## src/rtl/hazard_scoreboard.sv

```systemverilog
// Load-use hazard scoreboard: a per-register countdown that holds IF/ID until a load result can be forwarded.
// Optional stall performance counter is built only when HAZARD_STALL_CNT_EN is defined.
module hazard_scoreboard #(
    parameter int LOAD_LAT = 1,
    parameter int CNT_W    = 16
) (
    input  logic             clk,
    input  logic             rst_n,
    input  logic             id_valid,
    input  logic [31:0]      id_inst,
    input  logic             mem_busy,
    input  logic             flush,
    output logic             stall,
    output logic             issue,
    output logic [CNT_W-1:0] stall_cnt
);

    localparam int CW = ($clog2(LOAD_LAT + 1) > 1) ? $clog2(LOAD_LAT + 1) : 1;
    localparam logic [CW-1:0] LAT_V = CW'(LOAD_LAT);

    logic [5:0]    op;
    logic [4:0]    rs;
    logic [4:0]    rt;
    logic [15:0]   unusedImm;
    logic          isLoad;
    logic          usesRs;
    logic          usesRt;
    logic          rsBusy;
    logic          rtBusy;
    logic          hazard;
    logic [CW-1:0] entry_q [32];
    logic [CW-1:0] entry_d [32];

    assign op        = id_inst[31:26];
    assign rs        = id_inst[25:21];
    assign rt        = id_inst[20:16];
    assign unusedImm = id_inst[15:0];

    always_comb begin
        isLoad = 1'b0;
        usesRs = 1'b1;
        usesRt = 1'b0;
        case (op)
            6'b100011, 6'b100000: isLoad = 1'b1;
            6'b000000, 6'b101011, 6'b101000, 6'b000100, 6'b000101: usesRt = 1'b1;
            6'b000010, 6'b000011: usesRs = 1'b0;
            default: ;
        endcase
    end

    // $zero is never recorded, but the explicit check keeps it hazard-free by construction.
    assign rsBusy = (rs != 5'd0) && (entry_q[rs] != '0);
    assign rtBusy = (rt != 5'd0) && (entry_q[rt] != '0);
    assign hazard = id_valid & ((usesRs & rsBusy) | (usesRt & rtBusy));
    assign stall  = ~flush & (mem_busy | hazard);
    assign issue  = id_valid & ~flush & ~stall;

    // A new load to the same register restarts its countdown, overriding the decrement.
    always_comb begin
        for (int i = 0; i < 32; i++) begin
            entry_d[i] = entry_q[i];
            if (!mem_busy && entry_q[i] != '0) begin
                entry_d[i] = entry_q[i] - CW'(1);
            end
        end
        if (issue && isLoad && rt != 5'd0 && LOAD_LAT > 0) begin
            entry_d[rt] = LAT_V;
        end
    end

    always_ff @(posedge clk or negedge rst_n) begin
        if (!rst_n) begin
            for (int i = 0; i < 32; i++) begin
                entry_q[i] <= '0;
            end
        end else begin
            for (int i = 0; i < 32; i++) begin
                entry_q[i] <= entry_d[i];
            end
        end
    end

`ifdef HAZARD_STALL_CNT_EN
    logic [CNT_W-1:0] cnt_q;
    logic [CNT_W-1:0] cnt_d;

    // Only hazard stalls are counted; memory back-pressure is not, and the count saturates.
    always_comb begin
        cnt_d = cnt_q;
        if (hazard && !mem_busy && !flush && !(&cnt_q)) begin
            cnt_d = cnt_q + CNT_W'(1);
        end
    end

    always_ff @(posedge clk or negedge rst_n) begin
        if (!rst_n) begin
            cnt_q <= '0;
        end else begin
            cnt_q <= cnt_d;
        end
    end

    assign stall_cnt = cnt_q;
`else
    assign stall_cnt = '0;
`endif

endmodule

```

## config.mk

```make
export PLATFORM = sky130hd
export DESIGN_NAME = hazard_scoreboard
export DESIGN_NICKNAME = d
export VERILOG_FILES = /design/src/rtl/hazard_scoreboard.sv
export SDC_FILE = /design/constraint.sdc
export NUM_CORES = 1
export LEC_CHECK = 0
export CAP_MARGIN = 20
export CORE_UTILIZATION = 50
export DETAILED_ROUTE_END_ITERATION = 7
export PLACE_DENSITY = 0.81
export SETUP_SLACK_MARGIN = 0.1
export SYNTH_ARGS = -nofsm -noshare
export SYNTH_HDL_FRONTEND = slang
export SYNTH_SLANG_ARGS = --single-unit
```

## constraint.sdc

```tcl
create_clock -name clk -period 2.93 [get_ports clk]
set_input_delay 0.586 -clock clk [delete_from_list [all_inputs] [get_ports clk]]
set_output_delay 0.586 -clock clk [all_outputs]
set_load 0.005 [all_outputs]
```

# After elaboration in Yosys (flattened, before gate mapping)
# Index checks and enable logic that the tools add are counted.
# totals
output_inout_bits	18
regBits	32
word_cells	176
inputBits	37
# op_classes
reduce_logical	44
n_bitwise	13
add_sub_neg	32
mux	44
n_eq_ne	8
magnitude_cmp	3
# ops
cell	count
1-bit 2-to-1 mux	40
1-bit logical AND	37
32-bit 2-to-1 mux	1
32-bit bitwise OR	1
1-bit subtractor (second input constant)	32
6-bit equality test (second input constant)	4
6-bit by 2-bit equality test with 1-bit output (second input constant)	2
6-bit by 3-bit equality test with 1-bit output (second input constant)	2
6-bit greater-or-equal comparator (second input constant)	2
5-bit NOT with 6-bit output	2
1-bit binary-select mux with 5-bit select	2
5-bit nonzero test	2
1-bit bitwise AND	6
6-bit zero test	1
6-bit by 1-bit < comparator with 1-bit output (second input constant)	1
1-bit demux with 5-bit select	1
5-bit OR reduction	1
2-bit OR reduction	2
1-bit NOT	2
1-bit bitwise OR	2
1-bit zero test	1

# Longest topological paths before layout
# Gate-level depths: netlist of run 1.
# logic_depth
depth_word	15
ltp_mapped	8
depth_no_buf	6

# Least setup slack after synthesis of run 1
# OpenSTA, ideal clock, no wires.
# synth_timing
path_kind	input to output
startpoint	input id_inst[21]
endpoint	output issue
t_arrival_ns	2.148
path_buffers	2
required_ns	2.344
path_stages	7
setup_slack_ns	0.196
path_cell_list	buf_6 mux4_2 a2111oi_2 a2111oi_1 and3_4 buf_6 nor3b_2
# synth_between
elab_chain_cells	12
elab_cells_between_ends	13
classes_between	3 x mux; 8 x bitwise; 2 x reduce/logical
# synth_rtl
element	line	text
start: declaration	10	input logic [31:0] id_inst,
5-bit NOT with 6-bit output (not written as such)	52	assign rsBusy = (rs != 5'd0) && (entry_q[rs] != '0);
1-bit binary-select mux with 5-bit select	52	
1-bit 2-to-1 mux (not written as such) (2 in series)	52	
1-bit logical AND (*)	52	
1-bit bitwise AND (*)	54	assign hazard = id_valid & ((usesRs & rsBusy) | (usesRt & rtBusy));
1-bit bitwise OR (*)	54	
1-bit bitwise AND (*)	54	
1-bit bitwise OR (*)	55	assign stall = ~flush & (mem_busy | hazard);
1-bit bitwise AND (*)	55	
1-bit NOT (*)	56	assign issue = id_valid & ~flush & ~stall;
1-bit bitwise AND (*)	56	
end: declaration	14	output logic issue,
# Every way passes the cells marked *; elsewhere a longest branch is shown, timed or not. The select of a mux whose other input is x is not followed.

# Worst setup path in the final report of run 1
# layout_timing
startpoint	input id_inst[17]
endpoint	output stall
# layout_between
elab_chain_cells	10
elab_cells_between_ends	11
classes_between	3 x mux; 6 x bitwise; 2 x reduce/logical
# layout_rtl
element	line	text
5-bit NOT with 6-bit output (not written as such)	53	assign rtBusy = (rt != 5'd0) && (entry_q[rt] != '0);
1-bit binary-select mux with 5-bit select	53	
1-bit 2-to-1 mux (not written as such) (2 in series)	53	
1-bit logical AND (*)	53	
1-bit bitwise AND (*)	54	
1-bit bitwise OR (*)	54	
1-bit bitwise AND (*)	54	
1-bit bitwise OR (*)	55	
1-bit bitwise AND (*)	55	
end: declaration	13	output logic stall,
# Marked as above.

==> results.toml, run 1 <==
[pwr]
swShare = 0.266
power.share.sequential = 0.414
p_per_area_nw_per_um2 = 368
ir_drop_uv = 373
cellLeakagePower_nw = 1.28
power.combinational.fraction = 0.185
net_sw_power_mw = 0.283
power.share.clock = 0.401
internal_power_mw = 0.783

[place]
gpl.final_weighted_congestion = 0.951
dp_hpwl_microns = 3910
io_buffer_count = 22
place_area_sq_um = 2600

[sta]
finClkSkew_ps = 9.29
fin_crit_ps = 2810
final-hold-violation-count = 0
whs_ps = 525
timing.final.max_slew_violations = 0
post-route-period-util = 0.960
setup_total_negative_slack_ps = 0
worst_max_slew_margin_expressed_relative_to_the_limit = 0.626
max_freq_mhz = 355
setup_viol_count_final = 0
worstMarginPinSlew_ps = 559
setup_repair_after_global_routing_missed_its_margin = "true"

[clock_tree]
htreeDepth = 2
cts_hold_repair.buffers = 0
worstSkewPairLatency_ps = 300
cts_tree = "yes"
cts_root_buffer = "sky130_fd_sc_hd__clkbuf_8"
cts.sinks = 32
cts-buffers-inserted = 5
cts_buffer_depth = 2
clkSlewWorstSetupHoldPaths_ps = 70

[synthesis]
syn_area_sq_um = 2210
netlist_instances = 246
yosysTopAreaCell = "sky130_fd_sc_hd__dfrtp_1"
postSynth.asyncResetShare = 1.00
dominantRegCellSynth = "sky130_fd_sc_hd__dfrtp_1"
netlist_top_cells_area = "sky130_fd_sc_hd__dfrtp_1 36%, sky130_fd_sc_hd__mux2_2 8.1%, sky130_fd_sc_hd__nand3_1 7.7%"
ys_seq_area_frac = 0.362
post_synth.cell_area_avg_sq_um = 9.00
synth_cell_types = 39
synth_seq_cells = 32
netlist.area_leader.share = 0.362
synth_edf_count = 0
synthesis.yosys.warnings = 0

[floorplan]
die_area_sq_um = 4700
ios = 55
core.rowCount = 23
die_width_microns = 68.5
die_h_microns = 68.5
initial_core_util = 0.538
placeableCoreArea_sq_um = 4120

[worst_setup_path]
critPathCaptureType = "output port"
cpPeakStageDelay_ps = 360
worst-r2r-cell-count = 7
cp_num_cells = 8
timing.setup.critical_path_class = "input port to output port"
crit_family = "compound AO/OA/AOI/OAI gates"
startpoint_type = "input port"
crit_path_cell_trace = "buf_4, buf_12, mux2_2, a22oi_2, nand4_1, a22o_1, o31a_1, buf_2"
worst-path-max-fanout = 5
data_arrival_time_of_the_worst_path_ps = 2230
cp_data_required_time_ps = 2340
cp.buffers_inverters = 3
slowest_stage = "sky130_fd_sc_hd__mux2_2"

[final_layout]
ff_latch_area_sq_um = 801
biggestRegsByFlops = "entry_q: 32 flops"
final_layout_size_suffix_gt1_frac = 0.328
n_antenna_cell = 0
multi_input_area_sq_um = 1340
max_ffs_per_register = 32
largest_register = "entry_q"
fillCellCount = 294
syn2layout_area_growth_pct = 31.0
final_design_area_no_fill_sq_um = 2900
most-common-layout-cells = "34 x sky130_fd_sc_hd__nand3_1, 34 x sky130_fd_sc_hd__buf_4, 33 x sky130_fd_sc_hd__nand2_1, 32 x sky130_fd_sc_hd__dfrtp_1, 29 x sky130_fd_sc_hd__o21ai_1"
final_nets = 332

[route]
first_iter_violations = 230
postRouteAntennaNets = 0
postRouteWirelength_microns = 6420
drt_drc_violations_left = 0
drt_first_pass_iters = 5
wire_per_inst_microns = 18.6
routed-via-count = 2071
routed_via_density = 5.99

[status]
outcome = "completed"

[global_routing]
number_of_antenna_violations_at_the_first_check_in_global_routing = 0
number_of_global_route_vias_before_repair = 1910
grt_pass1_wl_microns = 9090
gr-total-overflow = 0
maximum_number_of_pins_on_one_net_before_global_route_repair = 33
groute.usage.overall = 0.273

[flow_run]
cap_violations = 0

[min_path]
worstHoldPathType = "register to register"
min_path_cells = 2
cell families after synthesis:
| logic type | Yosys count | share of synthesized area |
|---|---|---|
| simple gates | 99 | 0.224 |
| compound gates | 48 | 0.134 |
| buf+inv | 37 | 0.105 |
| flops | 32 | 0.362 |
| mux | 28 | 0.170 |
| xor+xnor | 1 | 0.00396 |
| other cells | 1 | 0.00169 |
per-layer routing:
metal  global-route usage  vias to the layer above  share of wire  wire (microns)
met4                0.122                        0          0.033             211
li1                     -                      953              -               -
met2                0.445                      116           0.49            3170
met3               0.0609                       23          0.084             537
met5                    0                        -              0               0
met1                0.346                      979           0.39            2500
cell usage after synthesis, drive strengths merged (2+ instances only):
cell	number
inv	2
o21ai	31
nor2	9
a2111oi	2
a211oi	2
a22oi	9
mux2	16
and3	2
buf	26
mux2i	6
nand3	34
dfrtp	32
mux4	6
nor3b	5
nand4	3
clkbuf	9
and2	2
nand2	33
nor2b	4
worst paths after layout:
check                         endpoint  slack (ps)        start
min in group asynchronous  entry_q[24]         680        rst_n
min                        entry_q[29]         530  entry_q[29]
max reg2reg                 entry_q[1]         880  entry_q[10]
max in group asynchronous  entry_q[12]        1940        rst_n
max                              stall         120  id_inst[17]
min reg2reg                entry_q[29]         530  entry_q[29]
what timing repair did:
item | CTS | global route
gates cloned | 1 | 2
pin swaps | 11 | 13
gates resized for setup | 42 | 22
endpoints found under the setup margin | 2 | 2
setup buffers | 2 | 0
power groups by stage:
stage | clock network, mW | registers [mW] | logic [mW]
after floorplan | 0 | 0.450 | 0.0961
after global placement | 0 | 0.450 | 0.165
after detailed placement | 0 | 0.450 | 0.168
after CTS | 0.433 | 0.442 | 0.176
after global routing | 0.453 | 0.441 | 0.211
final | 0.428 | 0.442 | 0.197
worst min-delay path, stage by stage (launching register included):
cell	delay (ps)
sky130_fd_sc_hd__dfrtp_1	370
sky130_fd_sc_hd__nand2_1	60
sky130_fd_sc_hd__o21ai_1	60
metrics by stage:
stage / std cells / worst slack, ps / utilization / total power [mW]
after floorplan: 261 / 196 / - / 0.546
after global placement: 333 / -765 / 0.633 / 0.615
after detailed placement: 333 / -766 / 0.633 / 0.618
after CTS: 344 / 101 / 0.682 / 1.05
after global routing: 346 / 63.1 / 0.705 / 1.11
final: 346 / 117 / 0.705 / 1.07
area by class of cell:
cell class                      count  share of cell area
Tap cell                           50              0.0216
Multi-Input combinational cell    192               0.462
Inverter                            2             0.00259
Sequential cell                    32               0.276
Timing Repair Buffer               62               0.199
Clock inverter                      3              0.0147
Clock buffer                        5              0.0237
No activity file was read; power rests on OpenSTA's default activity.
==> run 2, diff against run 1 <==
CORE_UTILIZATION = 40   (was 50)
PLACE_DENSITY = 0.67   (was 0.81)
==> results.toml, run 2 (synthesized netlist as in run 1, its figures left out) <==
[clock_tree]
cts_root_buffer = "sky130_fd_sc_hd__clkbuf_8"
cts.sinks = 32
htreeDepth = 2
cts-buffers-inserted = 5
cts_buffer_depth = 2
clkSlewWorstSetupHoldPaths_ps = 70
cts_tree = "yes"
cts_hold_repair.buffers = 0
worstSkewPairLatency_ps = 290

[pwr]
ir_drop_uv = 241
cellLeakagePower_nw = 1.33
p_per_area_nw_per_um2 = 361

[worst_setup_path]
cp_data_required_time_ps = 2340
data_arrival_time_of_the_worst_path_ps = 2170
crit_path_cell_trace = "buf_8, buf_16, mux2_2, a22oi_2, nand4_1, a22o_1, o31a_1, buf_2"
r2r-end = "entry_q[11]"
worst-path-max-fanout = 8
critPathCaptureType = "output port"
startpoint_type = "input port"
setup.reg_to_reg.worst_slack_ps = 950
r2r-start = "entry_q[28]"
slowest_stage = "sky130_fd_sc_hd__mux2_2"
timing.setup.critical_path_class = "input port to output port"
worst-r2r-cell-count = 7
cpPeakStageDelay_ps = 340

[final_layout]
max_ffs_per_register = 32
syn2layout_area_growth_pct = 32.2
final_layout_size_suffix_gt1_frac = 0.327
final_util = 0.562
fillCellCount = 492
final-instance-count-excl-fill = 370
most-common-layout-cells = "40 x sky130_fd_sc_hd__buf_4, 34 x sky130_fd_sc_hd__nand3_1, 33 x sky130_fd_sc_hd__nand2_1, 32 x sky130_fd_sc_hd__dfrtp_1, 29 x sky130_fd_sc_hd__o21ai_1"
largest_register = "entry_q"
final_common_cell = "sky130_fd_sc_hd__buf_4"
biggestRegsByFlops = "entry_q: 32 flops"
multi_input_area_sq_um = 1320
final_nets = 336
n_antenna_cell = 0
ff_latch_area_sq_um = 801

[sta]
finClkSkew_ps = 8.94
setup_repair_after_global_routing_missed_its_margin = "false"
timing.final.max_slew_violations = 0
post-route-period-util = 0.942
final-hold-violation-count = 0
max_freq_mhz = 362
fin_crit_ps = 2760
whs_ps = 517
setup_total_negative_slack_ps = 0
setup_viol_count_final = 0

[min_path]
min_to = "entry_q[5]"
min_path_cells = 2
worstHoldPathType = "register to register"
min-delay-start = "entry_q[5]"

[place]
gpl.final_weighted_congestion = 0.824
place.detailed.instances = 358
dp_hpwl_microns = 4060
io_buffer_count = 22

[floorplan]
ios = 55
initial_core_util = 0.425
placeableCoreArea_sq_um = 5200
die_width_microns = 76.4
die_area_sq_um = 5830
die_h_microns = 76.4
core.rowCount = 26

[global_routing]
number_of_antenna_violations_at_the_first_check_in_global_routing = 0
gr-total-overflow = 0
groute.usage.overall = 0.214
number_of_global_route_vias_before_repair = 1988
maximum_number_of_pins_on_one_net_before_global_route_repair = 33
grt_pass1_wl_microns = 9840

[route]
wire_per_inst_microns = 16.3
first_iter_violations = 131
routed-via-count = 2029
routed_via_density = 5.48
postRouteAntennaNets = 0
postRouteWirelength_microns = 6030
drt_drc_violations_left = 0
drt_first_pass_iters = 4

[status]
outcome = "completed"

[flow_run]
cap_violations = 0
run 2: cell count changes in the layout (fill, tap and decap cells not counted), sizes merged:
cell,delta
buf,+5
clkbuf,-1
clkdlybuf4s15,-1
clkdlybuf4s50,-2
dlygate4sd2,-2
dlymetal6s2s,+5
run 2: how the worst max path moves through the flow:
| stage | startpoint | endpoint | slack (ps) | cells after the start |
|---|---|---|---|---|
| 2_1_floorplan | id_inst[21] | issue | 200 | 7 |
| 3_3_place_gp | id_inst[21] | stall | -780 | 8 |
| 3_5_place_dp | id_inst[21] | issue | -810 | 8 |
| 4_1_cts | id_inst[21] | stall | 80 | 7 |
| 5_1_grt | id_inst[17] | stall | 90 | 8 |
| 6_report | id_inst[17] | stall | 170 | 8 |
run 2: power by group:
part	switching (mW)	total (mW)	internal, mW
clock network	0.172	0.423	0.251
registers	0.0000969	0.442	0.442
logic	0.101	0.191	0.0899
run 2: per-stage QoR:
step           setup slack, ps  total power [mW]  area, sq um
3_5_place_dp              -808             0.623         2670
3_3_place_gp              -776             0.621         2670
4_1_cts                   75.7              1.05         2850
6_report                   169              1.06         2930
2_1_floorplan              196             0.546         2270
5_1_grt                   92.7              1.10         2930
run 2: cell type report:
cell class                 count  share of cell area
inverter                       2             0.00257
clock buffer                   5              0.0235
multi-input combinational    192               0.450
clock inverter                 3              0.0145
sequential                    32               0.274
timing repair buffer          66               0.205
tap                           70              0.0299
run 2: critical path: cells and delay by family:
family / cells / cell delay (ps)
mux: 1 / 340
simple gates: 1 / 150
compound gates: 3 / 740
buf+inv: 3 / 360
run 2: repair_timing:
action | 4_1_cts | 5_1_grt
buffers inserted | 1 | 1
resized for setup | 36 | 25
setup endpoints to repair | 2 | 2
pin swaps | 8 | 12
cloned | 1 | 1
run 2: layer usage:
metal / up-vias / GRT usage / part of all wire
met5: - / 0 / 0
met4: 0 / 0.0558 / 0.0090
li1: 959 / - / -
met1: 991 / 0.295 / 0.44
met2: 72 / 0.344 / 0.49
met3: 7 / 0.0407 / 0.059
